==> src/rtl/panel_pkg.sv <==
// Shared panel geometry, scan-state encoding and the frame bit-index helper.
package panel_pkg;
  localparam int ROWS = 5;
  localparam int COLS = 7;
  localparam int FW   = ROWS * COLS;

  typedef enum logic [1:0] {
    ST_IDLE,
    ST_BLANK,
    ST_DRIVE
  } scan_state_e;

  // Frame bit for row r, column c.
  function automatic int idx(input int r, input int c);
    return r * COLS + c;
  endfunction
endpackage

==> src/rtl/matrix_scan_driver_if.sv <==
// Frame handshake plus panel outputs of the matrix scan driver.
interface matrix_scan_driver_if;
  import panel_pkg::*;

  logic            enable;
  logic [FW-1:0]   frame_data;
  logic            frame_valid;
  logic            frame_ready;
  logic [ROWS-1:0] row;
  logic [COLS-1:0] col;
  logic            frame_sync;

  modport master (
    output enable, frame_data, frame_valid,
    input  frame_ready, row, col, frame_sync
  );

  modport slave (
    input  enable, frame_data, frame_valid,
    output frame_ready, row, col, frame_sync
  );
endinterface

==> src/rtl/frame_double_buffer.sv <==
// Shadow/active frame pair: the producer fills the shadow, the scanner swaps it
// into the active buffer only at scan boundaries so frames never tear.
module frame_double_buffer
  import panel_pkg::*;
(
  input  logic          clk,
  input  logic          rst_n,
  input  logic [FW-1:0] frame_data_i,
  input  logic          frame_valid_i,
  output logic          frame_ready_o,
  input  logic          swap_i,
  output logic          shadow_full_o,
  output logic [FW-1:0] active_o
);
  logic [FW-1:0] shadow_q, shadow_d;
  logic [FW-1:0] active_q, active_d;
  logic          full_q, full_d;
  logic          ready_q;
  logic          accept;
  logic          swap;

  // Accept and swap are mutually exclusive: accept needs an empty shadow,
  // swap needs a full one.
  always_comb begin
    accept   = frame_valid_i & ready_q;
    swap     = swap_i & full_q;
    shadow_d = accept ? frame_data_i : shadow_q;
    active_d = swap ? shadow_q : active_q;
    full_d   = accept | (full_q & ~swap);
  end

  always_ff @(posedge clk) begin
    if (!rst_n) begin
      shadow_q <= '0;
      active_q <= '0;
      full_q   <= 1'b0;
      ready_q  <= 1'b1;
    end else begin
      shadow_q <= shadow_d;
      active_q <= active_d;
      full_q   <= full_d;
      ready_q  <= ~full_d;
    end
  end

  assign frame_ready_o = ready_q;
  assign shadow_full_o = full_q;
  assign active_o      = active_q;
endmodule

==> src/rtl/matrix_scan_driver.sv <==
// Column-multiplexed 5x7 LED matrix scanner with blanking between columns
// and a double-buffered frame input.
module matrix_scan_driver
  import panel_pkg::*;
#(
  parameter int DWELL = 5000,
  parameter int BLANK = 100
) (
  input  logic                 clk,
  input  logic                 rst_n,
  matrix_scan_driver_if.slave  bus
);
  localparam int TMAX = (DWELL > BLANK) ? DWELL : BLANK;
  localparam int TW   = (TMAX > 1) ? $clog2(TMAX) : 1;
  localparam int IW   = $clog2(COLS);

  scan_state_e     state_q, state_d;
  logic [IW-1:0]   idx_q, idx_d;
  logic [TW-1:0]   timer_q, timer_d;
  logic [ROWS-1:0] row_q, row_d;
  logic [COLS-1:0] col_q, col_d;
  logic            sync_q, sync_d;
  logic            swap;
  logic            shadow_full;
  logic [FW-1:0]   active;

  frame_double_buffer u_buf (
    .clk           (clk),
    .rst_n         (rst_n),
    .frame_data_i  (bus.frame_data),
    .frame_valid_i (bus.frame_valid),
    .frame_ready_o (bus.frame_ready),
    .swap_i        (swap),
    .shadow_full_o (shadow_full),
    .active_o      (active)
  );

  always_comb begin
    state_d = state_q;
    idx_d   = idx_q;
    timer_d = timer_q;
    sync_d  = 1'b0;
    swap    = 1'b0;
    case (state_q)
      ST_IDLE: begin
        swap = 1'b1;
        if (bus.enable) begin
          state_d = ST_BLANK;
          idx_d   = '0;
          timer_d = '0;
          sync_d  = 1'b1;
        end
      end
      ST_BLANK: begin
        if (!bus.enable) begin
          state_d = ST_IDLE;
        end else if (timer_q == TW'(BLANK - 1)) begin
          state_d = ST_DRIVE;
          timer_d = '0;
        end else begin
          timer_d = timer_q + 1'b1;
        end
      end
      ST_DRIVE: begin
        if (!bus.enable) begin
          state_d = ST_IDLE;
        end else if (timer_q == TW'(DWELL - 1)) begin
          state_d = ST_BLANK;
          timer_d = '0;
          // Last column: the scan wraps, which is the only safe point to
          // bring a pending frame onto the display.
          if (idx_q == IW'(COLS - 1)) begin
            idx_d  = '0;
            swap   = 1'b1;
            sync_d = 1'b1;
          end else begin
            idx_d = idx_q + 1'b1;
          end
        end else begin
          timer_d = timer_q + 1'b1;
        end
      end
      default: state_d = ST_IDLE;
    endcase

    row_d = '0;
    col_d = '0;
    if (state_d == ST_DRIVE) begin
      col_d = COLS'(1) << idx_d;
      for (int r = 0; r < ROWS; r++) begin
        row_d[r] = active[idx(r, int'(idx_d))];
      end
    end
  end

  always_ff @(posedge clk) begin
    if (!rst_n) begin
      state_q <= ST_IDLE;
      idx_q   <= '0;
      timer_q <= '0;
      row_q   <= '0;
      col_q   <= '0;
      sync_q  <= 1'b0;
    end else begin
      state_q <= state_d;
      idx_q   <= idx_d;
      timer_q <= timer_d;
      row_q   <= row_d;
      col_q   <= col_d;
      sync_q  <= sync_d;
    end
  end

  assign bus.row        = row_q;
  assign bus.col        = col_q;
  assign bus.frame_sync = sync_q;
endmodule

==> src/flat_wrapper.sv <==
// flat-port wrapper written by rule: the top's interface ports become plain ports
module matrix_scan_driver_flat import panel_pkg::*;
#(
  parameter int DWELL = 5000,
  parameter int BLANK = 100
)
  (clk, rst_n, bus_enable, bus_frame_data, bus_frame_valid, bus_frame_ready, bus_row, bus_col, bus_frame_sync);
  matrix_scan_driver_if bus_i ();
  input  logic clk;
  input  logic rst_n;
  input wire logic [$bits(bus_i.enable)-1:0] bus_enable;
  input wire logic [$bits(bus_i.frame_data)-1:0] bus_frame_data;
  input wire logic [$bits(bus_i.frame_valid)-1:0] bus_frame_valid;
  output wire logic [$bits(bus_i.frame_ready)-1:0] bus_frame_ready;
  output wire logic [$bits(bus_i.row)-1:0] bus_row;
  output wire logic [$bits(bus_i.col)-1:0] bus_col;
  output wire logic [$bits(bus_i.frame_sync)-1:0] bus_frame_sync;
  assign bus_i.enable = bus_enable;
  assign bus_i.frame_data = bus_frame_data;
  assign bus_i.frame_valid = bus_frame_valid;
  assign bus_frame_ready = bus_i.frame_ready;
  assign bus_row = bus_i.row;
  assign bus_col = bus_i.col;
  assign bus_frame_sync = bus_i.frame_sync;
  matrix_scan_driver #(.DWELL(DWELL), .BLANK(BLANK)) u_core (.clk(clk), .rst_n(rst_n), .bus(bus_i));
endmodule
==> config.mk <==
export PLATFORM = sky130hd
export DESIGN_NAME = matrix_scan_driver_flat
export DESIGN_NICKNAME = d
export VERILOG_FILES = /design/src/rtl/panel_pkg.sv /design/src/rtl/matrix_scan_driver_if.sv /design/src/rtl/frame_double_buffer.sv /design/src/rtl/matrix_scan_driver.sv /design/src/flat_wrapper.sv
export SDC_FILE = /design/constraint.sdc
export NUM_CORES = 1
export LEC_CHECK = 0
export CORE_MARGIN = 2
export CORE_UTILIZATION = 51
export CTS_BUF_LIST = sky130_fd_sc_hd__clkbuf_2
export DETAILED_ROUTE_END_ITERATION = 7
export GPL_TIMING_DRIVEN = 0
export PLACE_DENSITY = 0.77
export SYNTH_ARGS = -nofsm -noshare
export SYNTH_HDL_FRONTEND = slang
export SYNTH_SLANG_ARGS = --single-unit
==> constraint.sdc <==
create_clock -name clk -period 2.73 [get_ports clk]
set_input_delay 0.4095 -clock clk [delete_from_list [all_inputs] [get_ports clk]]
set_output_delay 0.4095 -clock clk [all_outputs]
set_load 0.05 [all_outputs]
==> impl_metrics.yaml <==
synth:
  netlist_top_cells_area: "dfxtp_1, nand2_1, a21oi_1"
  yosys.area.top_type: "dfxtp_1"
  synth-seq-cells: 103
  ys_top_cells_by_count: "nand2_1, dfxtp_1, a21oi_1"
  synth_top_family_by_area: "simple AND/OR/NAND/NOR gates"
  ys.flop_type: "dfxtp_1"
  synth_compound_area_share_pct: 16.45
  yosysTopAreaCellShare_pct: 46.19
  synthMuxAreaShare_pct: 4.176
  yosysWarnings: 0
  synth-seq-area-share_pct: 46.19
  synth_cells: 538
  synth-simple-area-share_pct: 25.06
  synthAdderAreaFrac_pct: 1.401
  yosysMostFrequentCell: "nand2_1"
  synthArstFlopShare_pct: 0
  synth_fp_nets: 582
  synth_xor_area_share_pct: 0.7848
  synth_edf_count: 0
  synth.avg_cell_area_um2: 8.298
  netlist_area_um2: 4464
  yosysUniqueCellTypes: 57
sta:
  timing.hold.ws_ps: 233.3
  rsz0062_at_grt: "yes"
  relSlewSlack_pct: 61.92
  hold_violations: 0
  setup_viol: 0
  clock_skew_ps: 49.13
  fin_crit_ps: 2653
  max_freq_mhz: 377.0
  min_period_over_period_pct: 97.17
  worst_pin_slew_ps: 563.6
  finalMaxSlewViolations: 0
floorplanning:
  start_util_pct: 51.95
  core-area_um2: 8593
  top_level_ports: 53
  fp-row-count: 34
  dieWidth_um: 97.56
  die_area_um2: 9518
  die_h_um: 97.56
clock_network:
  clock_latency_ps: 560
  cts_made_buffers: 9
  cts_sinks: 103
  cts-root-buf: "clkbuf_2"
  htreeDepth: 3
  cts_hold_buf: 0
  cts_tree: "built"
  clk_pin_slew_worst_paths_ps: 290
  clockBufferDepth: 2
job:
  max_cap_viol_count: 0
critical_path:
  start_kind: "register"
  crit_top_cell: "buf_4"
  setup.worst_path.end_class: "register"
  required_ps: 3180
  crit_fanout: 6
  cp_data_arrival_time_ps: 3110
  crit_chain: "or4_1 -> buf_4 -> nor4_4 -> buf_4 -> mux2i_4 -> nand2b_1 -> a211oi_1 -> a211oi_2"
  max_stage_delay_ps: 490
  critPathLaunch: "u_core.timer_q[4]"
  timing.rr.start: "u_core.timer_q[4]"
  slowest_stage: "or4_1"
  critical_path_class: "register to register"
drt:
  drt_iter0_drc: 190
  antenna_left: 0
  first_pass_iters: 5
  drt-vias-per-instance: 5.453
  wl_mm: 10.10
  remaining_drc_errors: 0
  post_drt_wl_per_cell_um: 14.03
  vias: 3926
pwr:
  power_density_nw_per_um2: 487.8
  leakage_nw: 1.863
  ir_worst_vdd_uv: 303.3
  swShare_pct: 27.06
  pwr-share-seq_pct: 60.1
  pwr-share-comb_pct: 11.0
  clkPwrFrac_pct: 28.9
  power.switching_uw: 710.7
  intPower_mw: 1.915
cells_and_area:
  finalNonFillerCells: 720
  antennaDiodeCount: 0
  drive_above_1_share_pct: 11.44
  area_delta_synth_final_pct: 20.60
  fillers: 783
  nNetsFinal: 651
  multi_input_area_um2: 2202
  seq_area_um2: 2073
min_path:
  min_path_type: "primary input to register"
  min_from: "rst_n"
global_route:
  grt_overflow: 0
  grt_pass1_vias: 3664
  antenna_found_initial: 0
  grt_pass1_wl_mm: 16.61
  track_usage_pct: 21.18
  grt_max_degree: 19
placement:
  hpwl_mm: 7.389
  gp_congestion: 0.9227
  dp_cells: 697
  portBuffers: 51
status:
  outcome: "finished clean"
[timing repair]
item,in CTS,in global routing
setup endpoints to repair,15,19
pin swaps,2,5
buffers inserted,4,3
resized for setup,12,11
[power by group through the flow]
stage / Sequential (mW) / Clock, mW / Combinational, mW
floorplan: 1.61 / 0 / 0.177
global placement: 1.61 / 0 / 0.281
detailed placement: 1.61 / 0 / 0.288
CTS: 1.58 / 0.774 / 0.290
global route: 1.59 / 0.837 / 0.319
finish: 1.58 / 0.758 / 0.289
[registers in the layout (all words and copies together), names as in the netlist]
signal	cells
u_core.u_buf.frame_ready_o	1
u_core.bus.frame_sync	1
u_core.u_buf.active_o	35
u_core.u_buf.shadow_full_o	1
u_core.bus.col	7
u_core.idx_q	3
u_core.timer_q	13
u_core.u_buf.shadow_q	35
u_core.state_q	2
u_core.bus.row	5
[cells by family after synthesis]
kind of cell | after synthesis
compound gates | 125
xor+xnor | 4
fa+ha+maj | 5
buf+inv | 38
flops | 103
mux | 18
simple gates | 245
[critical path: cells and delay by family, from the launching register on]
family	cells	cell delay [ps]
and+or+nand+nor	3	1000
DFF	1	430
AOI/OAI and AO/OA	2	410
buffers and inverters	2	370
muxes	1	330
[cells in the final DEF (no fill, tap or decap), drive strengths merged, types with 5 or more instances in the layout]
master / count
nand2: 163
dfxtp: 103
a21oi: 80
clkdlybuf4s50: 51
clkbuf: 26
buf: 21
o21ai: 17
nor2: 17
nand3: 15
mux2i: 13
and2: 8
nand4: 7
or4: 7
inv: 7
nand2b: 5
mux2: 5
ha: 5
nor4: 5
[through the flow]
stage	cell area (um^2)	util, %	power (mW)	setup TNS [ps]	setup WS (ps)
CTS	5334	62.07	2.644	0	34.30
detailed placement	5110	59.46	1.896	-4057	-552.3
global placement	5110	59.46	1.887	-3627	-546.4
floorplan	4464	-	1.784	0	78.09
global route	5384	62.65	2.742	-35.55	-18.95
finish	5384	62.65	2.626	0	77.19
[routing by layer]
layer,track usage (%),wire length (um)
met1,26.64,4424
met2,36.55,4920
met3,4.676,646
met4,5.983,110
met5,0,0
[final cells by class]
type	instances	share of cell area [%]
sequential	103	38.51
inverter	6	0.4183
clock buffer	10	0.9296
timing repair buffer	58	10.69
multi-input combinational	397	40.90
buffer	32	4.601
clock inverter	6	1.441
tap	108	2.510
[final timing paths]
kind / to / slack, ps / cells after the start
max: u_core.bus.row[4] / 80 / 8
min reg2reg: u_core.u_buf.active_o[9] / 460 / 2
max reg2reg: u_core.bus.row[4] / 80 / 8
min: u_core.timer_q[6] / 230 / 3
(Power assumes the default switching activity.)
